[config.mk]
export PLATFORM = sky130hd
export DESIGN_NAME = rt_ibex_hws_seq
export DESIGN_NICKNAME = d
export VERILOG_FILES = /design/src/rtl/ibex_pkg.sv /design/src/rtl/rt_ibex_hws_encoder.sv /design/src/rtl/rt_ibex_hws_seq.sv
export SDC_FILE = /design/constraint.sdc
export NUM_CORES = 1
export LEC_CHECK = 0
export BUFFER_PORTS_ARGS = -buffer_cell sky130_fd_sc_hd__buf_2
export CAP_MARGIN = 20
export CORE_MARGIN = 2
export CORE_UTILIZATION = 51
export DETAILED_ROUTE_END_ITERATION = 16
export GPL_TIMING_DRIVEN = 0
export PLACE_DENSITY = 0.8
export SYNTH_ARGS = -nofsm -noshare
export SYNTH_HDL_FRONTEND = slang
export SYNTH_SLANG_ARGS = --single-unit
[constraint.sdc]
create_clock -name clk_i -period 3.2 [get_ports clk_i]
set_input_delay 0.48 -clock clk_i [delete_from_list [all_inputs] [get_ports clk_i]]
set_output_delay 0.48 -clock clk_i [all_outputs]
set_load 0.05 [all_outputs]
[src/rtl/ibex_pkg.sv]
// ibex_pkg: shared types, opcodes and frame-size helpers for the hardware stacking sequencer.
package ibex_pkg;

  typedef enum logic {HWS_SAVE = 1'b0, HWS_RESTORE = 1'b1} hw_stacking_mode_t;

  typedef enum logic [2:0] {S_IDLE, S_ALLOC, S_GPR, S_CSR, S_DEALLOC, S_DONE} hws_state_t;

  typedef struct packed {
    logic [11:0] imm;
    logic [4:0]  rs1;
    logic [2:0]  funct3;
    logic [4:0]  rd;
    logic [6:0]  opcode;
  } load_sp_t;

  typedef struct packed {
    logic [6:0] imm_hi;
    logic [4:0] rs2;
    logic [4:0] rs1;
    logic [2:0] funct3;
    logic [4:0] imm_lo;
    logic [6:0] opcode;
  } store_sp_t;

  localparam logic [6:0]  OPCODE_LOAD   = 7'h03;
  localparam logic [6:0]  OPCODE_STORE  = 7'h23;
  localparam logic [6:0]  OPCODE_OP_IMM = 7'h13;
  localparam logic [31:0] HWS_NOP       = 32'h0000_0013;

  function automatic int unsigned hws_popcount(logic [31:0] m);
    int unsigned c = 0;
    for (int i = 0; i < 32; i++) c += 32'(m[i]);
    return c;
  endfunction

  function automatic int unsigned hws_frame_bytes(logic [31:0] m, int unsigned ncsr, int unsigned align);
    int unsigned b = 4 * (hws_popcount(m) + ncsr);
    return ((b + align - 1) / align) * align;
  endfunction

  // k-th set bit of the mask, ascending; mask is a parameter so this folds to a constant table
  function automatic logic [4:0] hws_gpr_idx(logic [31:0] m, int unsigned k);
    int unsigned c = 0;
    logic [4:0] idx = 5'd0;
    for (int i = 0; i < 32; i++) begin
      if (m[i]) begin
        if (c == k) idx = 5'(i);
        c++;
      end
    end
    return idx;
  endfunction

endpackage

[src/rtl/rt_ibex_hws_encoder.sv]
// rt_ibex_hws_encoder: builds the SP adjust / SP-relative sw or lw word for one stacking slot.
module rt_ibex_hws_encoder
  import ibex_pkg::*;
(
  input  logic        restore,
  input  logic        adj,
  input  logic [4:0]  rgs,
  input  logic [11:0] offset,
  input  logic [11:0] frame,
  output logic [31:0] instr
);
  load_sp_t  ld, ad;
  store_sp_t st;
  assign ld = '{imm: offset, rs1: 5'd2, funct3: 3'b010, rd: rgs, opcode: OPCODE_LOAD};
  assign ad = '{imm: restore ? frame : -frame, rs1: 5'd2, funct3: 3'b000, rd: 5'd2, opcode: OPCODE_OP_IMM};
  assign st = '{imm_hi: offset[11:5], rs2: rgs, rs1: 5'd2, funct3: 3'b010, imm_lo: offset[4:0], opcode: OPCODE_STORE};
  assign instr = adj ? 32'(ad) : restore ? 32'(ld) : 32'(st);
endmodule

[src/rtl/rt_ibex_hws_seq.sv]
// rt_ibex_hws_seq: hardware context save/restore sequencer injecting SP adjust and sw/lw into ID.
// Optional RT_IBEX_HWS_LATE_ABORT_EN enables late abort of RESTORE for tail-chaining.
module rt_ibex_hws_seq
  import ibex_pkg::*;
#(
  parameter logic [31:0] REG_MASK    = 32'h0000_BC22,
  parameter int unsigned NUM_CSR     = 2,
  parameter int unsigned STACK_ALIGN = 4
) (
  input  logic              clk_i,
  input  logic              rst_i,
  input  logic              start_i,
  input  hw_stacking_mode_t mode_i,
  input  logic              ack_i,
  input  logic              abort_i,
  input  logic              id_in_ready_i,
  input  logic              if_id_pipe_reg_we_i,
  input  logic [31:0]       if_inst_bypass_i,
  output logic              instr_valid_o,
  output logic [31:0]       instr_rdata_o,
  output logic              instr_is_compressed_o,
  output logic              id_mux_ctrl_o,
  output logic              busy_o,
  output logic              done_o,
  output logic              aborted_o,
  output logic [1:0]        lsu_data_select_o,
  output logic              csr_fast_lsu_o,
  output logic              csr_select_o,
  output logic              mcause_pending_o
);
  localparam int unsigned NPOP  = hws_popcount(REG_MASK);
  localparam int unsigned N     = NPOP + NUM_CSR;
  localparam int unsigned FRAME = hws_frame_bytes(REG_MASK, NUM_CSR, STACK_ALIGN);
  localparam logic [4:0]  LAST_PTR  = 5'(NPOP - 1);
  localparam logic [5:0]  LAST_SLOT = 6'(N - 1);

  if (REG_MASK[0] || REG_MASK[2]) begin : g_chk_mask
    $error("REG_MASK must not include x0 or sp");
  end
  if (NUM_CSR > 2) begin : g_chk_csr
    $error("NUM_CSR must be 0..2");
  end
  if (STACK_ALIGN < 4 || (STACK_ALIGN & (STACK_ALIGN - 1)) != 0) begin : g_chk_align
    $error("STACK_ALIGN must be a power of two >= 4");
  end
  if (FRAME > 2044) begin : g_chk_frame
    $error("frame exceeds addi immediate range");
  end

  hws_state_t        state_q, nxt;
  hw_stacking_mode_t mode_q, nxt_mode;
  logic [5:0]        slot_q, nxt_slot;
  logic [4:0]        ptr_q, nxt_ptr;
  logic              accept, restore, issue, csr_sel;
  logic [4:0]        rgs;
  logic [31:0]       enc;
  hws_state_t        after_csr, after_gpr, after_alloc, rst_first;

  assign accept      = instr_valid_o && id_in_ready_i;
  assign restore     = nxt_mode == HWS_RESTORE;
  assign after_csr   = mode_q == HWS_RESTORE ? S_DEALLOC : S_DONE;
  assign after_gpr   = NUM_CSR > 0 ? S_CSR : after_csr;
  assign after_alloc = NPOP > 0 ? S_GPR : NUM_CSR > 0 ? S_CSR : S_DONE;
  assign rst_first   = NPOP > 0 ? S_GPR : NUM_CSR > 0 ? S_CSR : S_DEALLOC;

`ifdef RT_IBEX_HWS_LATE_ABORT_EN
  logic abort_hit;
  assign abort_hit = abort_i && mode_q == HWS_RESTORE && (state_q inside {S_GPR, S_CSR, S_DEALLOC});
`endif

  always_comb begin
    nxt      = state_q;
    nxt_mode = mode_q;
    nxt_slot = slot_q;
    nxt_ptr  = ptr_q;
    case (state_q)
      S_IDLE: if (start_i) begin
        nxt_mode = mode_i;
        nxt_slot = 6'd0;
        nxt_ptr  = 5'd0;
        nxt      = mode_i == HWS_RESTORE ? rst_first : S_ALLOC;
      end
      S_ALLOC: nxt = accept ? after_alloc : S_ALLOC;
      S_GPR: if (accept) begin
        nxt_slot = slot_q + 6'd1;
        nxt_ptr  = ptr_q + 5'd1;
        nxt      = ptr_q == LAST_PTR ? after_gpr : S_GPR;
      end
      S_CSR: if (accept) begin
        nxt_slot = slot_q + 6'd1;
        nxt      = slot_q == LAST_SLOT ? after_csr : S_CSR;
      end
      S_DEALLOC: nxt = accept ? S_DONE : S_DEALLOC;
      S_DONE: nxt = ack_i ? S_IDLE : S_DONE;
      default: nxt = S_IDLE;
    endcase
`ifdef RT_IBEX_HWS_LATE_ABORT_EN
    if (abort_hit) nxt = S_DONE;
`endif
  end

  // Outputs are registered from next-state values so nothing combinational reaches the controller
  assign issue   = nxt inside {S_ALLOC, S_GPR, S_CSR, S_DEALLOC};
  assign csr_sel = nxt == S_CSR && nxt_slot != 6'(NPOP);
  assign rgs     = nxt == S_GPR ? hws_gpr_idx(REG_MASK, 32'(nxt_ptr)) : 5'd0;

  rt_ibex_hws_encoder u_enc (
    .restore(restore),
    .adj    (nxt == S_ALLOC || nxt == S_DEALLOC),
    .rgs    (rgs),
    .offset ({4'b0, nxt_slot, 2'b00}),
    .frame  (12'(FRAME)),
    .instr  (enc)
  );

  always_ff @(posedge clk_i) begin
    if (rst_i) begin
      state_q           <= S_IDLE;
      mode_q            <= HWS_SAVE;
      slot_q            <= 6'd0;
      ptr_q             <= 5'd0;
      instr_valid_o     <= 1'b0;
      instr_rdata_o     <= HWS_NOP;
      id_mux_ctrl_o     <= 1'b0;
      busy_o            <= 1'b0;
      done_o            <= 1'b0;
      lsu_data_select_o <= 2'b00;
      csr_fast_lsu_o    <= 1'b0;
      csr_select_o      <= 1'b0;
      mcause_pending_o  <= 1'b0;
    end else begin
      state_q           <= nxt;
      mode_q            <= nxt_mode;
      slot_q            <= nxt_slot;
      ptr_q             <= nxt_ptr;
      instr_valid_o     <= issue;
      instr_rdata_o     <= issue ? enc : if_id_pipe_reg_we_i ? if_inst_bypass_i : instr_rdata_o;
      id_mux_ctrl_o     <= issue;
      busy_o            <= nxt != S_IDLE;
      done_o            <= nxt == S_DONE;
      lsu_data_select_o <= nxt != S_CSR ? 2'b00 : csr_sel ? 2'b10 : 2'b01;
      csr_fast_lsu_o    <= nxt == S_CSR;
      csr_select_o      <= csr_sel;
      mcause_pending_o  <= csr_sel;
    end
  end

  assign instr_is_compressed_o = 1'b0;

`ifdef RT_IBEX_HWS_LATE_ABORT_EN
  always_ff @(posedge clk_i) begin
    aborted_o <= rst_i ? 1'b0 : nxt == S_DONE && (abort_hit || (state_q == S_DONE && aborted_o));
  end
`else
  logic unused_abort;
  assign unused_abort = abort_i;
  assign aborted_o    = 1'b0;
`endif

endmodule
==> results_dict.tcl <==
set metrics [dict create \
    cts-root-buf "clkbuf_8" \
    synth_area_leaders "dfxtp_1 40%, mux2i_1 6.0%, nor2_1 5.3%" \
    floorplan.rows 26 \
    tritoncts "yes" \
    clockBufferDepth 2 \
    cellPowerDensity_nw_per_um2 559 \
    switching_share_pct 40.7 \
    fin_crit_ns 2.83 \
    dp.cells 463 \
    num-fill-cells 474 \
    hold_class "input pin to register" \
    start_util_pct 52.5 \
    synth-edff-count 0 \
    critPathMaxFanout 10 \
    synthMuxAreaShare_pct 6.81 \
    synth_commonest_cells "54 x dfxtp_1, 38 x nor2_1, 21 x inv_1, 20 x a21oi_1, 19 x nand2_1" \
    layout.nets 444 \
    area_delta_synth_final_pct 21.2 \
    viasPerCell 5.65 \
    cp-end-kind "register" \
    leakage_nw 1.43 \
    ant_nets 0 \
    dr.pass1.iters 4 \
    ys_seq_area_share_pct 40.3 \
    cp_cell_sequence "inv_1 > ha_1 > a32o_1 > a2111o_1 > o21a_1 > nor3_1 > clkbuf_1 > a221oi_1" \
    yosysTopAreaCell "dfxtp_1" \
    numPortBuffers 77 \
    die_w_um 76.5 \
    critPathLaunch "ptr_q[0]" \
    clkPwrFrac_pct 20.8 \
    timing.fmax_mhz 353 \
    slowest_delay_ns 0.54 \
    ys.flop_type "dfxtp_1" \
    internal_power_w 0.00108 \
    grt_pass1_wl_um 11900 \
    fin_crit_sh_pct 88.5 \
    synthSimpleGateAreaFrac_pct 20.2 \
    post_cts_buffers 0 \
    synth.distinct_cells 59 \
    cpMaxStageDelayCell "a2111o_1" \
    cts_hold_buf 0 \
    coreArea_um2 5110 \
    maxCapViolCount 0 \
    die_h_um 76.5 \
    whs_path_depth 3 \
    finalMaxSlewViolations 0 \
    drt_iter0_markers 219 \
    yosysMostFrequentCell "dfxtp_1" \
    synth_compound_area_share_pct 22.1 \
    grt_usage_pct 24.6 \
    finalSetupViolations 0 \
    avgSynthCellArea_um2 8.52 \
    r2r_cells 8 \
    combPwrFrac_pct 36.5 \
    syn_inst 315 \
    max-vdd-ir-drop_mv 0.352 \
    grt_max_degree 17 \
    hold_path_end "instr_rdata_o[18]" \
    reg2reg_slack_ns 0.37 \
    antenna_found_initial 0 \
    whs_ns 0.402 \
    wl_per_cell_um 15.1 \
    die_area_um2 5860 \
    worstPathArrival_ns 3.00 \
    worstMarginPinSlew_ns 0.698 \
    hold_viol_final 0 \
    grt_overflow 0 \
    critPathKind "register to register" \
    rr_startpoint "ptr_q[0]" \
    insertion_delay_ns 0.31 \
    cts_buffers 5 \
    setup.worst_path.start_class "register" \
    outcome "finished clean" \
    synth_xor_area_share_pct 1.31 \
    gp_congestion 0.875 \
    worstPathRequired_ns 3.37 \
    path_buf_inv 2 \
    p_sw_w 0.000740 \
    hpwlAfterDp_um 5260 \
    rsz0062_at_grt "false" \
    yosysWarnings 0 \
    synth_adder_area_share_pct 1.86 \
    htree_levels 2 \
    synth_top_family_by_area "compound AO/OA/AOI/OAI gates" \
    async_flop_share_pct 0 \
    relSlewSlack_pct 53.5 \
    stdcell_count 471 \
    path_clk_slew_ns 0.10 \
    synthesis.area_um2 2680 \
    r2r-end "instr_rdata_o[11]" \
    vias 2659 \
    cp_num_cells 8 \
    hp-start "if_inst_bypass_i[18]" \
    skew_ns 0.00746 \
    finalSetupTns_ns 0 \
    cpLargestDelayFamily "compound AO/OA/AOI/OAI gates" \
    cts_sinks 54 \
    p_seq_share_pct 42.7 \
    grt_pass1_vias 2561 \
    diodes 0 \
    io-pin-count 83 \
    drive_gt1_share_pct 26.4 \
    yosys.area.top_type_share_pct 40.3 \
    wirelength_um 7090 \
    drc 0 \
    ys_ff_latch 54 \
]
## worst register-to-register path: cells and delay by family, from the launching register on
family                   cells  cell delay, ns
AND/OR/NAND/NOR              1            0.41
flip-flops                   1            0.39
adder cells (fa/ha/maj)      1            0.21
AO/OA/AOI/OAI                4            1.19
buffers and inverters        2            0.50
## sequential cells by signal, indices dropped and copies added (netlist names)
signal,count
mode_q,1
csr_fast_lsu_o,1
slot_q,6
ptr_q,5
instr_rdata_o,32
id_mux_ctrl_o,1
done_o,1
mcause_pending_o,1
lsu_data_select_o,2
state_q,3
busy_o,1
## power groups by stage
| stage | sequential (W) | combinational [W] | clock [W] |
|---|---|---|---|
| floorplan | 0.00100 | 0.000281 | 0 |
| global placement | 0.000789 | 0.000648 | 0 |
| detailed placement | 0.000790 | 0.000660 | 0 |
| CTS | 0.000776 | 0.000661 | 0.000383 |
| global route | 0.000786 | 0.000714 | 0.000409 |
| finish | 0.000777 | 0.000664 | 0.000378 |
## metal layers
metal  track usage [%]  vias up  wire length [um]
li1                  -     1278                 -
met1              33.3     1277              3230
met2              39.6       93              3370
met3              4.98       11               400
met4              7.82        0                91
met5                 0        -                 0
## how the worst max path moves through the flow
| stage | to | slack, ns |
|---|---|---|
| 2_1_floorplan | instr_rdata_o[8] | 0.55 |
| 3_3_place_gp | instr_rdata_o[13] | 0.38 |
| 3_5_place_dp | instr_rdata_o[11] | 0.35 |
| 4_1_cts | instr_rdata_o[3] | 0.35 |
| 5_1_grt | instr_rdata_o[12] | 0.14 |
| 6_report | instr_rdata_o[11] | 0.37 |
## metrics by stage
stage | setup slack, ns | instance area, um2 | util [%] | total power, W
final | 0.367 | 3250 | 63.7 | 0.00182
after global routing | 0.141 | 3250 | 63.7 | 0.00191
after CTS | 0.355 | 3250 | 63.6 | 0.00182
after detailed placement | 0.353 | 3160 | 61.9 | 0.00145
after global placement | 0.380 | 3160 | 61.9 | 0.00144
after floorplan | 0.550 | 2690 | - | 0.00128
## cells in the final DEF (no fill, tap or decap), types with 3 or more instances in the layout
cell and instances:
a211oi_2 3, clkbuf_8 5, nand2_1 19, ha_1 4
nor3_1 12, o21ai_0 13, clkbuf_1 13, nand2b_1 5
and2_1 8, dfxtp_1 54, buf_4 5, nand3_1 6
a21oi_1 20, inv_1 21, buf_2 81, nor2_1 38
a221oi_1 9, a21o_1 4, mux2i_1 16, or3_1 4
nor2b_1 4
## timing repair
action / in CTS / in global routing
hold endpoints to repair: 0 / 0
setup endpoints to repair: 0 / 7
gates resized for setup: 0 / 1
## cells by family (layout without fill, tap and decap cells)
kind of cell	after synthesis	in the layout
AND/OR/NAND/NOR	109	109
AO/OA/AOI/OAI	81	81
flip-flops	54	54
buffers and inverters	44	129
multiplexers	18	18
adder cells (fa/ha/maj)	4	4
XOR/XNOR	4	4
other	1	2
## layout make-up
type | instances | area, um2 | share of cell area, %
Sequential cell | 54 | 1080 | 33.2
Inverter | 21 | 78.8 | 2.42
Clock inverter | 2 | 13.8 | 0.423
Tap cell | 70 | 87.6 | 2.69
Timing Repair Buffer | 77 | 385 | 11.8
Clock buffer | 6 | 72.6 | 2.23
Multi-Input combinational cell | 218 | 1420 | 43.5
Buffer | 23 | 118 | 3.62
Note: power is estimated with default switching activity, not from simulation.
